<file path="config.mk">
export PLATFORM = sky130hd
export DESIGN_NAME = wport_decoder_pipe
export DESIGN_NICKNAME = d
export VERILOG_FILES = /design/src/rtl/wport_decoder_pipe.sv
export SDC_FILE = /design/constraint.sdc
export NUM_CORES = 1
export LEC_CHECK = 0
export CORE_MARGIN = 4
export CORE_UTILIZATION = 45
export CTS_BUF_LIST = sky130_fd_sc_hd__clkbuf_4 sky130_fd_sc_hd__clkbuf_8 sky130_fd_sc_hd__clkbuf_16
export CTS_CLUSTER_DIAMETER = 80
export DETAILED_ROUTE_END_ITERATION = 6
export PLACE_DENSITY = 0.77
export SLEW_MARGIN = 0
export SYNTH_ARGS = -nofsm -noshare
export SYNTH_HDL_FRONTEND = slang
export SYNTH_SLANG_ARGS = --single-unit
</file>
<file path="constraint.sdc">
create_clock -name clk -period 6.75 [get_ports clk]
set_input_delay 1.35 -clock clk [delete_from_list [all_inputs] [get_ports clk]]
set_output_delay 1.35 -clock clk [all_outputs]
set_load 0.03 [all_outputs]
</file>
<file path="src/rtl/wport_decoder_pipe.sv">
// Registered multi-port write-enable decoder; same-address collisions replay lowest-port-first.
// Optional WPORT_DEC_CONFLICT_CNT_EN adds a saturating 16-bit deferred-issue counter (conflict_cnt).

module wport_dec_lane #(
    parameter int ADDR_W = 5,
    localparam int DEC_W = 1 << ADDR_W
) (
    input  logic              en,
    input  logic [ADDR_W-1:0] addr,
    output logic [DEC_W-1:0]  dec
);
    assign dec = en ? (DEC_W'(1) << addr) : '0;
endmodule

module wport_decoder_pipe #(
    parameter int ADDR_W    = 5,
    parameter int NUM_PORTS = 2,
    localparam int DEC_W    = 1 << ADDR_W
) (
    input  logic                          clk,
    input  logic                          reset_n,
    input  logic [NUM_PORTS-1:0]          wr_en,
    input  logic [NUM_PORTS*ADDR_W-1:0]   wr_addr,
    output logic                          in_ready,
    output logic [NUM_PORTS*DEC_W-1:0]    port_dec_q,
    output logic [DEC_W-1:0]              dec_q,
    output logic                          dec_valid_q,
    output logic                          conflict_q
`ifdef WPORT_DEC_CONFLICT_CNT_EN
    ,
    output logic [15:0]                   conflict_cnt
`endif
);
    logic [NUM_PORTS-1:0]        r_pend;
    logic [NUM_PORTS*ADDR_W-1:0] r_rep_addr;
    logic [NUM_PORTS-1:0]        w_act, w_lose, w_issue;
    logic [NUM_PORTS*ADDR_W-1:0] w_act_addr;
    logic [NUM_PORTS*DEC_W-1:0]  w_port_dec;
    logic [DEC_W-1:0]            w_dec;

    assign in_ready   = ~|r_pend;
    assign w_act      = in_ready ? wr_en   : r_pend;
    assign w_act_addr = in_ready ? wr_addr : r_rep_addr;

    // A port loses if any lower-indexed active port targets the same address.
    always_comb begin
        w_lose = '0;
        for (int p = 0; p < NUM_PORTS; p++) begin
            for (int q = 0; q < NUM_PORTS; q++) begin
                if (q < p && w_act[p] && w_act[q] &&
                    w_act_addr[p*ADDR_W +: ADDR_W] == w_act_addr[q*ADDR_W +: ADDR_W])
                    w_lose[p] = 1'b1;
            end
        end
    end

    assign w_issue = w_act & ~w_lose;

    for (genvar g = 0; g < NUM_PORTS; g++) begin : g_lane
        wport_dec_lane #(.ADDR_W(ADDR_W)) u_lane (
            .en   (w_issue[g]),
            .addr (w_act_addr[g*ADDR_W +: ADDR_W]),
            .dec  (w_port_dec[g*DEC_W +: DEC_W])
        );
    end

    always_comb begin
        w_dec = '0;
        for (int p = 0; p < NUM_PORTS; p++)
            w_dec = w_dec | w_port_dec[p*DEC_W +: DEC_W];
    end

    // Addresses are captured every cycle; only entries flagged in r_pend are ever used.
    always_ff @(posedge clk or negedge reset_n) begin
        if (!reset_n) begin
            r_pend      <= '0;
            r_rep_addr  <= '0;
            port_dec_q  <= '0;
            dec_q       <= '0;
            dec_valid_q <= 1'b0;
            conflict_q  <= 1'b0;
        end else begin
            r_pend      <= w_lose;
            r_rep_addr  <= w_act_addr;
            port_dec_q  <= w_port_dec;
            dec_q       <= w_dec;
            dec_valid_q <= |w_dec;
            conflict_q  <= |w_lose;
        end
    end

`ifdef WPORT_DEC_CONFLICT_CNT_EN
    logic [15:0] r_cnt;
    always_ff @(posedge clk or negedge reset_n) begin
        if (!reset_n)
            r_cnt <= '0;
        else if (|w_lose && r_cnt != 16'hFFFF)
            r_cnt <= r_cnt + 16'd1;
    end
    assign conflict_cnt = r_cnt;
`endif
endmodule

</file>
==> qor_table.md <==
| Metric | Value | Unit |
|:---|:---|:---|
| Post-layout total power | 1160 | uW |
| Initial antenna violation count | 0 | - |
| Largest stage delay, worst path | 0.69 | ns |
| Most instantiated library cell after synthesis | sky130_fd_sc_hd__dfrtp_1 | - |
| Synth Area in Simple Gates | 0.143 | - |
| Quantity of I/O buffers inserted on ports | 112 | - |
| Post-Synthesis Net Count | 334 | - |
| RSZ-0062 raised after global routing | false | - |
| Critical path startpoint category | input pin | - |
| Count of final hold-check violations | 0 | - |
| Y dimension of the die | 99.6 | microns |
| Ranking of synthesized cells by instance count | sky130_fd_sc_hd__dfrtp_1 (105), sky130_fd_sc_hd__nor2_1 (73), sky130_fd_sc_hd__o22ai_1 (33), sky130_fd_sc_hd__clkbuf_1 (16), sky130_fd_sc_hd__nand2_1 (16) | - |
| Share of synthesized flip-flops with an asynchronous set or reset | 1.00 | - |
| Fraction of final layout cells sized beyond drive strength 1 | 0.0602 | - |
| Gp weighted congestion | 0.909 | - |
| Post-synth top area share | 0.696 | - |
| Library cell used as clock root buffer | sky130_fd_sc_hd__clkbuf_8 | - |
| Mean number of vias per cell | 5.57 | - |
| Number of CTS-inserted buffers | 9 | - |
| Crit Path Class | in2reg | - |
| Post-synthesis cell area | 3780 | sq um |
| Series of cell instances along the critical path | clkdlybuf4s50_1, xnor2_1, nand4_1, o32a_1, nand3_1, o22ai_1, or3_1, or4_1 | - |
| Layout-stage area growth over the synthesis result | 36.7 | % |
| Overall global routing resource usage | 0.210 | - |
| Post-Synthesis Cells | 320 | - |
| Max Clock Skew | 0.00906 | ns |
| Sequential fraction of the synthesis area | 0.696 | - |
| Number of buffer and inverter instances along the worst setup path | 1 | - |
| Standard-cell rows | 33 | - |
| Warnings from Yosys | 0 | - |
| Arr. time, crit path | 4.22 | ns |
| Final setup violation count | 0 | - |
| Compound-cell area share of the yosys netlist | 0.0974 | - |
| Ratio of final minimum period to clock period | 0.589 | - |
| Clock period minus final worst setup slack | 3.98 | ns |
| Number of max-slew violations in the final report | 0 | - |
| Pin count of the biggest net entering global routing | 75 | - |
| Clock-pin slew reported for the worst setup and hold paths after clock tree synthesis | 0.09 | ns |
| Max VDD drop | 0.0986 | mV |
| First drt pass iteration count | 5 | - |
| Drt total wl | 10300 | microns |
| Largest family of logic cells by synthesized area | simple AND/OR/NAND/NOR gates | - |
| XOR/XNOR share of the synthesized area | 0.0116 | - |
| Worst-case headroom to the max-slew limit | 0.412 | - |
| Largest delay contributor family on the critical path | simple AND/OR/NAND/NOR gates | - |
| Setup TNS | 0 | ns |
| Highest fanout seen on the critical path | 10 | - |
| Die outline area | 9920 | sq um |
| Dominant cells by area after synthesis | sky130_fd_sc_hd__dfrtp_1 (70%), sky130_fd_sc_hd__nor2_1 (7.3%), sky130_fd_sc_hd__o22ai_1 (5.5%) | - |
| HPWL after detailed placement | 7040 | microns |
| Clock Latency Late Sink | 0.37 | ns |
| Aggregate global routing overflow | 0 | - |
| Slew at the pin closest to its max-slew limit | 0.883 | ns |
| # diodes | 0 | - |
| Syn avg cell area | 11.8 | sq um |
| Clk sinks | 105 | - |
| DRC violations left | 0 | - |
| Final layout net count | 441 | - |
| Vias in the first global route | 2813 | - |
| Final standard cell utilization of the core | 0.631 | - |
| Post-CTS Resized | 0 | - |
| Floorplan die width | 99.6 | microns |
| Starting density of the core | 0.462 | - |
| Share of cell area taken by muxes after synthesis | 0.0195 | - |
| Run status | completed | - |
| Final worst hold slack | 0.623 | ns |
| Post-synthesis adder-cell area fraction | 0 | - |
| Setup Fix Bufs, Post-CTS | 0 | - |
| Synth area leader | sky130_fd_sc_hd__dfrtp_1 | - |
| Crit path max-delay cell type | sky130_fd_sc_hd__clkdlybuf4s50_1 | - |
| Post-synth EDFFs | 0 | - |
| Maximum clock frequency | 251 | MHz |
| CTS hold repair buffers | 0 | - |
| PwrDens | 224 | nW/um^2 |
| Clock tree from TritonCTS | yes | - |
| Type of the tightest min-delay check | reg2reg | - |
| Post-synth cell types | 45 | - |
| Type of destination of the critical path | flop | - |
| Count of boundary I/O pins | 113 | - |
| Max-cap violation count | 0 | - |
| Worst EP required | 6.99 | ns |
| Main synth FF type | sky130_fd_sc_hd__dfrtp_1 | - |
| First-pass GRT wire length | 15700 | microns |
| Post-synthesis register bit count | 105 | - |
| Clock H-tree levels | 3 | - |
| Detailed router's first-iteration violation count | 220 | - |
| Placeable Area | 8180 | sq um |
| Number of nets with antenna violations after detailed routing | 0 | - |
| Post-DR wirelength/cell | 19.2 | microns |
| Vias | 2990 | - |
| Cell leakage power | 0.00228 | uW |
| Maximum clock insertion buffer count | 2 | - |
## state kept, by name, summed over array words and instances (netlist names)
signal       flops
dec_valid_q      1
dec_q           32
conflict_q       1
r_rep_addr       7
port_dec_q      64
## worst paths after layout
path / from / endpoint / slack (ns) / cells past startpoint
max reg2reg: conflict_q$_DFF_PN0_ / dec_valid_q$_DFF_PN0_ / 3.26 / 8
min reg2reg: r_rep_addr[8]$_DFF_PN0_ / r_rep_addr[8]$_DFF_PN0_ / 0.62 / 1
min in group asynchronous: reset_n / port_dec_q[41]$_DFF_PN0_ / 0.90 / 1
max: wr_addr[0] / dec_valid_q$_DFF_PN0_ / 2.77 / 8
min: r_rep_addr[8]$_DFF_PN0_ / r_rep_addr[8]$_DFF_PN0_ / 0.62 / 1
max in group asynchronous: reset_n / dec_q[17]$_DFF_PN0_ / 4.63 / 2
## worst register-to-register path, stage by stage, from the launching register on
cell and delay, ns:
sky130_fd_sc_hd__dfrtp_1 0.85, sky130_fd_sc_hd__mux2i_1 0.45, sky130_fd_sc_hd__inv_2 0.10, sky130_fd_sc_hd__xnor2_1 0.15
sky130_fd_sc_hd__o32a_1 0.42, sky130_fd_sc_hd__nand3_1 0.39, sky130_fd_sc_hd__o22ai_1 0.18, sky130_fd_sc_hd__or3_1 0.32
sky130_fd_sc_hd__or4_1 0.51
## report_power, final
part / switching (uW) / internal (uW) / total (uW)
Sequential: 5.44 / 640 / 645
Clock: 216 / 175 / 391
Combinational: 81.4 / 39.8 / 121
Total: 302 / 855 / 1160
## cells in the final DEF (no fill, tap or decap), types with 3 or more instances in the layout
master                            synthesis  routed
sky130_fd_sc_hd__clkdlybuf4s50_1          0     111
sky130_fd_sc_hd__dfrtp_1                105     105
sky130_fd_sc_hd__nor2_1                  73      73
sky130_fd_sc_hd__o22ai_1                 33      33
sky130_fd_sc_hd__nand2_1                 16      16
sky130_fd_sc_hd__clkbuf_8                 0       9
sky130_fd_sc_hd__inv_1                    8       8
sky130_fd_sc_hd__nand3_1                  8       8
sky130_fd_sc_hd__xnor2_1                  5       5
sky130_fd_sc_hd__mux2i_1                  4       4
sky130_fd_sc_hd__nand4_1                  4       4
sky130_fd_sc_hd__buf_4                    0       4
sky130_fd_sc_hd__nor2b_1                  3       3
sky130_fd_sc_hd__a21oi_1                  3       3
sky130_fd_sc_hd__nand2b_1                 3       3
## layout make-up
| cell class | count | area (sq um) |
|---|---|---|
| Clock buffer | 9 | 124 |
| Sequential cell | 105 | 2630 |
| Tap cell | 105 | 131 |
| Inverter | 9 | 33.8 |
| Multi-Input combinational cell | 187 | 1030 |
| Fill cell | 666 | 3010 |
| Timing Repair Buffer | 115 | 1140 |
| Clock inverter | 7 | 77.6 |
## kinds of logic (layout without fill, tap and decap cells)
kind of cell           count (synthesis)  count (layout)
AO/OA/AOI/OAI                         54              54
XOR/XNOR                               5               5
buffers and inverters                 28             140
flip-flops                           105             105
multiplexers                           6               6
AND/OR/NAND/NOR                      122             122
## routing by layer
layer,GRT usage,vias up,part of all wire
met2,0.323,183,0.48
li1,-,1311,-
met4,0.0861,0,0.021
met1,0.282,1476,0.41
met3,0.0582,20,0.092
met5,0,-,0
## per-stage QoR
step	worst slack, ns	cell area, sq um	std cells
floorplan	3.09	3780	320
global placement	2.54	4960	521
detailed placement	2.44	4960	521
CTS	2.81	5160	537
global route	2.65	5160	537
finish	2.77	5160	537
Power figures use the tool's default switching activity.
